**src/rtl/wrb_queue_if.sv**
```systemverilog
// rtl/wrb_queue_if.sv - push, drain, lookup and status signals of the write-back queue
interface wrb_queue_if #(
    parameter int WIDTH_ADDR = 8,
    parameter int WIDTH_ROW  = 512,
    parameter int DEPTH      = 4,
    parameter int DEPTH_PTR  = $clog2(DEPTH)
);
    logic                  wrb_val;
    logic [WIDTH_ADDR-1:0] wrb_addr;
    logic [WIDTH_ROW-1:0]  wrb_data;
    logic                  mem_val;
    logic [WIDTH_ADDR-1:0] mem_addr;
    logic [WIDTH_ROW-1:0]  mem_data;
    logic                  mem_rdy;
    logic                  lk_val;
    logic [WIDTH_ADDR-1:0] lk_addr;
    logic                  lk_hit;
    logic [WIDTH_ROW-1:0]  lk_data;
    logic                  full;
    logic                  empty;
    logic [DEPTH_PTR:0]    count;
    logic                  ovf;

    modport slave (
        input  wrb_val, wrb_addr, wrb_data, mem_rdy, lk_val, lk_addr,
        output mem_val, mem_addr, mem_data, lk_hit, lk_data, full, empty, count, ovf
    );

    modport master (
        output wrb_val, wrb_addr, wrb_data, mem_rdy, lk_val, lk_addr,
        input  mem_val, mem_addr, mem_data, lk_hit, lk_data, full, empty, count, ovf
    );
endinterface

```
**src/rtl/wrb_queue.sv**
```systemverilog
// rtl/wrb_queue.sv - in-order write-back queue with overflow flag and forwarding lookup
module wrb_queue #(
    parameter int WIDTH_ADDR = 8,
    parameter int WIDTH_ROW  = 512,
    parameter int DEPTH      = 4,
    parameter int DEPTH_PTR  = $clog2(DEPTH)
) (
    input  logic       clk,
    input  logic       rst,
    wrb_queue_if.slave bus
);
    logic [DEPTH-1:0]      valid_q;
    logic [WIDTH_ADDR-1:0] addr_q [DEPTH];
    logic [WIDTH_ROW-1:0]  data_q [DEPTH];
    logic [DEPTH_PTR-1:0]  wp_q;
    logic [DEPTH_PTR-1:0]  rp_q;
    logic [DEPTH_PTR:0]    cnt_q;
    logic                  ovf_q;

    logic full;
    logic empty;
    logic pop;
    logic push;

    assign full  = (cnt_q == (DEPTH_PTR+1)'(DEPTH));
    assign empty = (cnt_q == '0);
    assign pop   = ~empty & bus.mem_rdy;
    assign push  = bus.wrb_val & (~full | pop);

    always_ff @(posedge clk or negedge rst) begin
        if (!rst) begin
            valid_q <= '0;
            wp_q    <= '0;
            rp_q    <= '0;
            cnt_q   <= '0;
            ovf_q   <= 1'b0;
        end else begin
            // when full, wp == rp: the push's set must win over the pop's clear
            if (pop) begin
                valid_q[rp_q] <= 1'b0;
                rp_q          <= rp_q + 1'b1;
            end
            if (push) begin
                valid_q[wp_q] <= 1'b1;
                wp_q          <= wp_q + 1'b1;
            end
            if (push && !pop)
                cnt_q <= cnt_q + 1'b1;
            else if (pop && !push)
                cnt_q <= cnt_q - 1'b1;
            if (bus.wrb_val && !push)
                ovf_q <= 1'b1;
        end
    end

    always_ff @(posedge clk) begin
        if (push) begin
            addr_q[wp_q] <= bus.wrb_addr;
            data_q[wp_q] <= bus.wrb_data;
        end
    end

    // walk from the head toward wp so the youngest match is the one kept
    logic                 hit;
    logic [WIDTH_ROW-1:0] hit_data;
    logic [DEPTH_PTR-1:0] idx;

    always_comb begin
        hit      = 1'b0;
        hit_data = '0;
        idx      = rp_q;
        for (int i = 0; i < DEPTH; i++) begin
            idx = rp_q + DEPTH_PTR'(i);
            if (valid_q[idx] && addr_q[idx] == bus.lk_addr) begin
                hit      = 1'b1;
                hit_data = data_q[idx];
            end
        end
    end

    assign bus.mem_val  = ~empty;
    assign bus.mem_addr = addr_q[rp_q];
    assign bus.mem_data = data_q[rp_q];
    assign bus.lk_hit   = bus.lk_val & hit;
    assign bus.lk_data  = hit_data;
    assign bus.full     = full;
    assign bus.empty    = empty;
    assign bus.count    = cnt_q;
    assign bus.ovf      = ovf_q;
endmodule

```
**src/flat_wrapper.sv**
```systemverilog
// flat-port wrapper written by rule: the top's interface ports become plain ports
module wrb_queue_flat 
#(
    parameter int WIDTH_ADDR = 8,
    parameter int WIDTH_ROW  = 512,
    parameter int DEPTH      = 4,
    parameter int DEPTH_PTR  = $clog2(DEPTH)
)
  (clk, rst, bus_wrb_val, bus_wrb_addr, bus_wrb_data, bus_mem_rdy, bus_lk_val, bus_lk_addr, bus_mem_val, bus_mem_addr, bus_mem_data, bus_lk_hit, bus_lk_data, bus_full, bus_empty, bus_count, bus_ovf);
  wrb_queue_if #(.WIDTH_ADDR(WIDTH_ADDR), .WIDTH_ROW(WIDTH_ROW), .DEPTH(DEPTH), .DEPTH_PTR(DEPTH_PTR)) bus_i ();
  input  logic clk;
  input  logic rst;
  input wire logic [$bits(bus_i.wrb_val)-1:0] bus_wrb_val;
  input wire logic [$bits(bus_i.wrb_addr)-1:0] bus_wrb_addr;
  input wire logic [$bits(bus_i.wrb_data)-1:0] bus_wrb_data;
  input wire logic [$bits(bus_i.mem_rdy)-1:0] bus_mem_rdy;
  input wire logic [$bits(bus_i.lk_val)-1:0] bus_lk_val;
  input wire logic [$bits(bus_i.lk_addr)-1:0] bus_lk_addr;
  output wire logic [$bits(bus_i.mem_val)-1:0] bus_mem_val;
  output wire logic [$bits(bus_i.mem_addr)-1:0] bus_mem_addr;
  output wire logic [$bits(bus_i.mem_data)-1:0] bus_mem_data;
  output wire logic [$bits(bus_i.lk_hit)-1:0] bus_lk_hit;
  output wire logic [$bits(bus_i.lk_data)-1:0] bus_lk_data;
  output wire logic [$bits(bus_i.full)-1:0] bus_full;
  output wire logic [$bits(bus_i.empty)-1:0] bus_empty;
  output wire logic [$bits(bus_i.count)-1:0] bus_count;
  output wire logic [$bits(bus_i.ovf)-1:0] bus_ovf;
  assign bus_i.wrb_val = bus_wrb_val;
  assign bus_i.wrb_addr = bus_wrb_addr;
  assign bus_i.wrb_data = bus_wrb_data;
  assign bus_i.mem_rdy = bus_mem_rdy;
  assign bus_i.lk_val = bus_lk_val;
  assign bus_i.lk_addr = bus_lk_addr;
  assign bus_mem_val = bus_i.mem_val;
  assign bus_mem_addr = bus_i.mem_addr;
  assign bus_mem_data = bus_i.mem_data;
  assign bus_lk_hit = bus_i.lk_hit;
  assign bus_lk_data = bus_i.lk_data;
  assign bus_full = bus_i.full;
  assign bus_empty = bus_i.empty;
  assign bus_count = bus_i.count;
  assign bus_ovf = bus_i.ovf;
  wrb_queue #(.WIDTH_ADDR(WIDTH_ADDR), .WIDTH_ROW(WIDTH_ROW), .DEPTH(DEPTH), .DEPTH_PTR(DEPTH_PTR)) u_core (.clk(clk), .rst(rst), .bus(bus_i));
endmodule
```
**config.mk**
```make
export PLATFORM = sky130hd
export DESIGN_NAME = wrb_queue_flat
export DESIGN_NICKNAME = d
export VERILOG_FILES = /design/src/rtl/wrb_queue_if.sv /design/src/rtl/wrb_queue.sv /design/src/flat_wrapper.sv
export SDC_FILE = /design/constraint.sdc
export NUM_CORES = 2
export LEC_CHECK = 0
export ABC_CLOCK_PERIOD_IN_PS = 22000
export CAP_MARGIN = 40
export CORE_ASPECT_RATIO = 1.2
export CORE_MARGIN = 10
export CORE_UTILIZATION = 30
export DETAILED_ROUTE_END_ITERATION = 10
export PLACE_DENSITY_LB_ADDON = 0.2
export SYNTH_ARGS = -nofsm -noshare
export SYNTH_HDL_FRONTEND = slang
export SYNTH_SLANG_ARGS = --single-unit
```
**constraint.sdc**
```tcl
create_clock -name clk -period 22 [get_ports clk]
set_input_delay 3.3 -clock clk [delete_from_list [all_inputs] [get_ports clk]]
set_output_delay 3.3 -clock clk [all_outputs]
set_load 0.005 [all_outputs]
```
# Yosys cells after proc, flatten, opt, wreduce, memory -nomap -nowiden
# Memory sizes are Yosys's and may differ from the RTL's.
# Index checks and enable logic that the tools add are counted.
[totals]
ff_bits = 12
ramBits = 2080
word_cells = 73
mem_count = 2
[classes]
addsub = 6
n_lt_le_gt_ge = 7
n_eq_ne = 5
mux = 26
bitwise_logic = 9
n_reduce_logical = 13
[memory_table]
columns = ["name", "words", "width", "rd", "rd_clocked_by_memory_dff", "wr", "line_no", "source"]
rows = [
  ["u_core.data_q", 4, 512, 4, 0, 1, "wrb_queue.sv:14", "logic [WIDTH_ROW-1:0] data_q [DEPTH];"],
  ["u_core.addr_q", 4, 8, 4, 0, 1, "wrb_queue.sv:13", "logic [WIDTH_ADDR-1:0] addr_q [DEPTH];"],
]
[ops]
columns = ["operator", "count"]
rows = [
  ["$mux 512", 4],
  ["$eq 8x8->1", 4],
  ["$lt 2x3->1 const B", 5],
  ["$mux 1", 12],
  ["$logic_and 1x1->1", 9],
  ["$bmux 1 s2", 4],
  ["$mux 4", 2],
  ["$mux 3", 2],
  ["$add 2x1->2 const B", 2],
  ["$add 2x2->2 const B", 2],
  ["$and 4x4->4", 1],
  ["$demux 1 s2", 2],
  ["$ge 2x1->1 const B", 2],
  ["$not 4->4", 1],
  ["$or 4x4->4", 1],
  ["$add 3x1->3 const B", 1],
  ["$and 1x1->1", 3],
  ["$eq 3x3->1 const B", 1],
  ["$logic_not 3->1", 1],
  ["$sub 3x1->3 const B", 1],
  ["$logic_not 1->1", 2],
  ["$not 1->1", 2],
  ["$reduce_bool 2->1", 1],
  ["$or 1x1->1", 1],
]

# Longest topological paths before layout
[logic_depth]
word_depth = 9
mapped_depth = 20
depth_no_buf = 9

# Least setup slack after synthesis
# OpenSTA, ideal clock, no wires.
[synth_path]
path_kind = "in2reg"
from = "in bus_mem_rdy"
to = "mem u_core.addr_q[0][0] (enable)"
arrival_time_ps = 15462
t_required_ps = 21046
path_slack_ps = 5584
stages = 4
n_path_buf = 1
path_cell_list = "nor2b_1 > nor2b_1 > clkbuf_1 > and2_1"
[synth_between]
elab_chain_cells = 5
[synth_rtl]
columns = ["element", "line_no", "source"]
rows = [
  ["start: declaration", "flat_wrapper.sv:16", "input wire logic [$bits(bus_i.mem_rdy)-1:0] bus_mem_rdy;"],
  ["$and 1x1->1", "wrb_queue.sv:27", "assign pop = ~empty & bus.mem_rdy;"],
  ["$or 1x1->1", "wrb_queue.sv:28", "assign push = bus.wrb_val & (~full | pop);"],
  ["$and 1x1->1", "wrb_queue.sv:28", ""],
  ["via u_core.push", "wrb_queue.sv:23", "logic push;"],
  ["$mux 1", "wrb_queue.sv:57", "if (push) begin"],
  ["$mux 1 (implied by the code)", "wrb_queue.sv:58", "addr_q[wp_q] <= bus.wrb_addr;"],
  ["end: declaration", "wrb_queue.sv:13", ""],
]
# The timed path passes the listed nets, and every way through them passes these cells.

# Worst setup path in the final report
[layout_path]
from = "reg u_core.rp_q[0]"
to = "out bus_lk_data[348]"
[layout_between]
elab_cells_between_ends = 25
cone_classes = "3 x add/sub; 4 x eq/ne; 12 x mux; 4 x reduce/logical; 2 x memory"
[layout_lines]
columns = ["element", "line_no", "source"]
rows = [
  ["start: declaration", "wrb_queue.sv:16", "logic [DEPTH_PTR-1:0] rp_q;"],
  ["start signal: assignment", "wrb_queue.sv:41", "rp_q <= rp_q + 1'b1;"],
  ["$add 2x2->2 *", "wrb_queue.sv:73", "idx = rp_q + DEPTH_PTR'(i);"],
  ["via u_core.idx[0]", "wrb_queue.sv:66", "logic [DEPTH_PTR-1:0] idx;"],
  ["$mem_v2 4x8 / $bmux 1 s2 (equally long branches)", "n/a", ""],
  ["$eq 8x8->1 / $mux 1 (equally long branches)", "wrb_queue.sv:74", "if (valid_q[idx] && addr_q[idx] == bus.lk_addr) begin"],
  ["$logic_and 1x1->1", "wrb_queue.sv:74", ""],
  ["$mux 512 *", "wrb_queue.sv:74", ""],
  ["end: declaration", "flat_wrapper.sv:23", "output wire logic [$bits(bus_i.lk_data)-1:0] bus_lk_data;"],
]
# Mark *: on every way through the listed nets, which the timed path passes. The rest lies on a longest branch. The select of a mux whose other input is x is not followed.

==> impl_results.md <==
- Setup TNS: 0 ps
- Remaining Overflow, GRT: 0
- Post-CTS setup repair buffer count: 0
- # Max-Cap Violations: 0
- Critical path arrival: 9290 ps
- Power Dens Cells: 142 mW/mm2
- Gate Count Post-Synth: 8087
- Fin crit period: roughly 13000 ps
- Cts bufs inserted: 244
- CP max stage delay: 770 ps
- Syn Std Cell Area: 0.132 mm2
- Syn avg cell area: 16.3 um2
- Status: finished clean
- Period utilization: 57.2%
- Sequential element share of the synthesized area: 47.5%
- Synthesized flop and latch total: 2092
- CP dominant cell by count: buf_4
- Fin nets: 9725
- P_leak: approximately 0.050 uW
- Library cells used by synthesis: 46
- Clk pin slew, worst setup/hold paths: 60 ps
- Starting DRT DRC Count: 9874
- Initial antenna violation count: 216
- Final hold vios: 0
- CTS tree: built
- Buf/Inv on CP: 7
- Die footprint: 0.467 mm2
- Routed WL: approximately 540 mm
- Worst Path Required: 18700 ps
- Actual slew at the worst max-slew pin: ~1300 ps
- Top-Level Pins: 1573
- DP Wirelength: 368 mm
- Maximum VDD drop: 0.000151 V
- Syn nets: approximately 8600
- Vias in the first global route: between 90000 and 100k
- Antenna Nets Post-Route: 0
- Unrepaired setup endpoints after global routing: false
- Async set-reset flop share out of synthesis: 0.574%
- H-tree depth: 4
- Hold Slack: 476 ps
- Initial Utilization: 30.2%
- Worst setup EP type: output port
- Fmax: 79.5 MHz
- EDFF count, synth: 2080
- Total GRT Usage: 22.0%
- Startpoint Class: flip-flop
- Critical Path, Cell by Cell: clkinv_1, ha_4, buf_4, mux2i_1, xnor2_1, nor3_1, o211a_4, buf_4, buf_4, buf_4, buf_4, nand3_1, a211o_1, a21oi_1, clkdlybuf4s50_1
- IO Port Bufs: 1572
- CP Class: flip-flop to output port
- CTS Hold Buffers Added: 0
- First drt pass iteration count: 7
- Core area: 0.438 mm2
- Critical-path top delay cell: dfrtp_4
- Total number of vias: 95200
- Max transition margin: between 10% and 20%
- Largest net degree at the start of global routing: 154
- CTS resizes: 0
- Crit path max fanout: 46
- Type of the worst min-delay path: flip-flop to flip-flop
- Clock Root Buffer: clkbuf_16
- CTS Buffer Depth: 4
- Top FF cell, synth: edfxtp_1
- Clock latency on the worst-skew pair: 930 ps
- Area Overhead vs Synth: 22.6%
- Routability cong.: 0.851
- Final setup viols: 0
- Setup Skew: 62.7 ps
- Layout cell share with drive strength beyond 1: roughly 29%
- Vias/cell: 6.24
- Die X: 626 um
- Critical path's top delay family: buffers and inverters
- Cell row count: 266
- Max Slew Vio Count: 0
- YS warnings: 0
- CTS sink cnt: 2092
- First-pass GRT wire length: 753 mm
- # DRC: 0
- Wire length per cell: 35.4 um
- Final core utilization: 37.0%
- Die height: 747 um
## cells in the mapped netlist (all sizes together) (6+ instances only)
library cell / count / area, um2
nor2: 252 / 946
buf: 295 / 1570
mux4: 2077 / 46900
o21ai: 514 / 2570
dfrtp: 12 / 300
xnor2: 37 / 324
edfxtp: 2080 / 62500
a211o: 247 / 2160
nand2: 10 / 37.5
a21oi: 498 / 2500
inv: 7 / 26.3
dlymetal6s2s: 31 / 388
nand3: 512 / 2560
a21o: 270 / 2030
mux2i: 12 / 120
and2: 7 / 43.8
nand4: 6 / 37.5
o22a: 265 / 2320
ha: 9 / 113
a211oi: 264 / 1980
clkbuf: 652 / 2450
## registers in the layout, indices dropped and copies added, names as in the netlist
name and count:
u_core.rp_q 2, u_core.data_q 2048, u_core.valid_q 4, u_core.wp_q 2
u_core.bus.ovf 1, u_core.addr_q 32, u_core.bus.count 3
## cells by family after synthesis
group | after synthesis | synth area share (%)
AOI/OAI and AO/OA | 2066 | 10.4
xor gates and xnor gates | 40 | 0.265
adders and majority gates | 10 | 0.100
buffers and inverters | 990 | 3.39
DFF | 2092 | 47.5
muxes | 2092 | 35.6
and+or+nand+nor | 797 | 2.79
## cell usage in the layout, fill, tap and decap left out, drive strengths merged, types with 7 or more instances in the layout
| cell type | n |
|---|---|
| a211oi | 264 |
| clkdlybuf4s50 | 1572 |
| a21o | 270 |
| buf | 259 |
| mux2i | 12 |
| a21oi | 498 |
| dfrtp | 12 |
| mux4 | 2077 |
| nand2 | 10 |
| bufinv | 20 |
| clkinvlp | 8 |
| edfxtp | 2080 |
| diode | 117 |
| clkbuf | 292 |
| o21ai | 514 |
| ha | 9 |
| o22a | 265 |
| and2 | 7 |
| xnor2 | 37 |
| nor2 | 252 |
| a211o | 247 |
| nand3 | 512 |
| clkinv | 121 |
| inv | 13 |
## final timing paths
path | cells after the start | slack (ps) | from | end
worst max-delay path | 15 | 9410 | u_core.rp_q[0] | bus_lk_data[348]
max in group asynchronous | 1 | 18800 | rst | u_core.rp_q[0]
worst min-delay path | 1 | 480 | u_core.bus.ovf | u_core.bus.ovf
worst max register to register | 12 | 16340 | u_core.bus.count[2] | u_core.data_q[3][477]
worst min register to register | 1 | 480 | u_core.bus.ovf | u_core.bus.ovf
min in group asynchronous | 1 | 2750 | rst | u_core.wp_q[0]
## metrics by stage
stage | cells | power, uW | instance area [um2] | setup slack [ps]
finish | 15300 | 23000 | 162000 | 9410
global route | 15200 | 24200 | 162000 | 8910
CTS | 15100 | 23300 | 162000 | 9200
detailed placement | 14700 | 19200 | 154000 | 9370
global placement | 14600 | 18800 | 153000 | 8750
floorplan | 8087 | 14800 | 132000 | 5580
## cell type report
type,count,area [um2]
antenna,117,293
timing repair buffer,1831,19000
multi-input combinational,5005,64900
sequential,2092,62800
clock inverter,154,1420
tap,5762,7210
inverter,8,30.0
clock buffer,292,6350
fill,40800,276000
## report_power, final
group          total, uW  switching, uW  internal, uW
clock               4010           1730          2280
sequential          5850            580          5270
combinational      13200           6490          6670
total              23000           8800         14200
## worst reg2reg max path, delay by kind of cell, from the launching register on
family / cells / cell delay (ps)
DFF: 1 / 460
and+or+nand+nor: 4 / 1180
buffers and inverters: 8 / 3620
## metal layers
| layer | up-vias | track usage, % | share of wire (%) |
|---|---|---|---|
| li1 | 37700 | - | - |
| met1 | 51200 | 25.9 | 36 |
| met2 | 5240 | 36.7 | 49 |
| met3 | 937 | 6.08 | 9.3 |
| met4 | 74 | 11.3 | 5.7 |
| met5 | - | 0 | 0.094 |
Power figures use the tool's default switching activity.
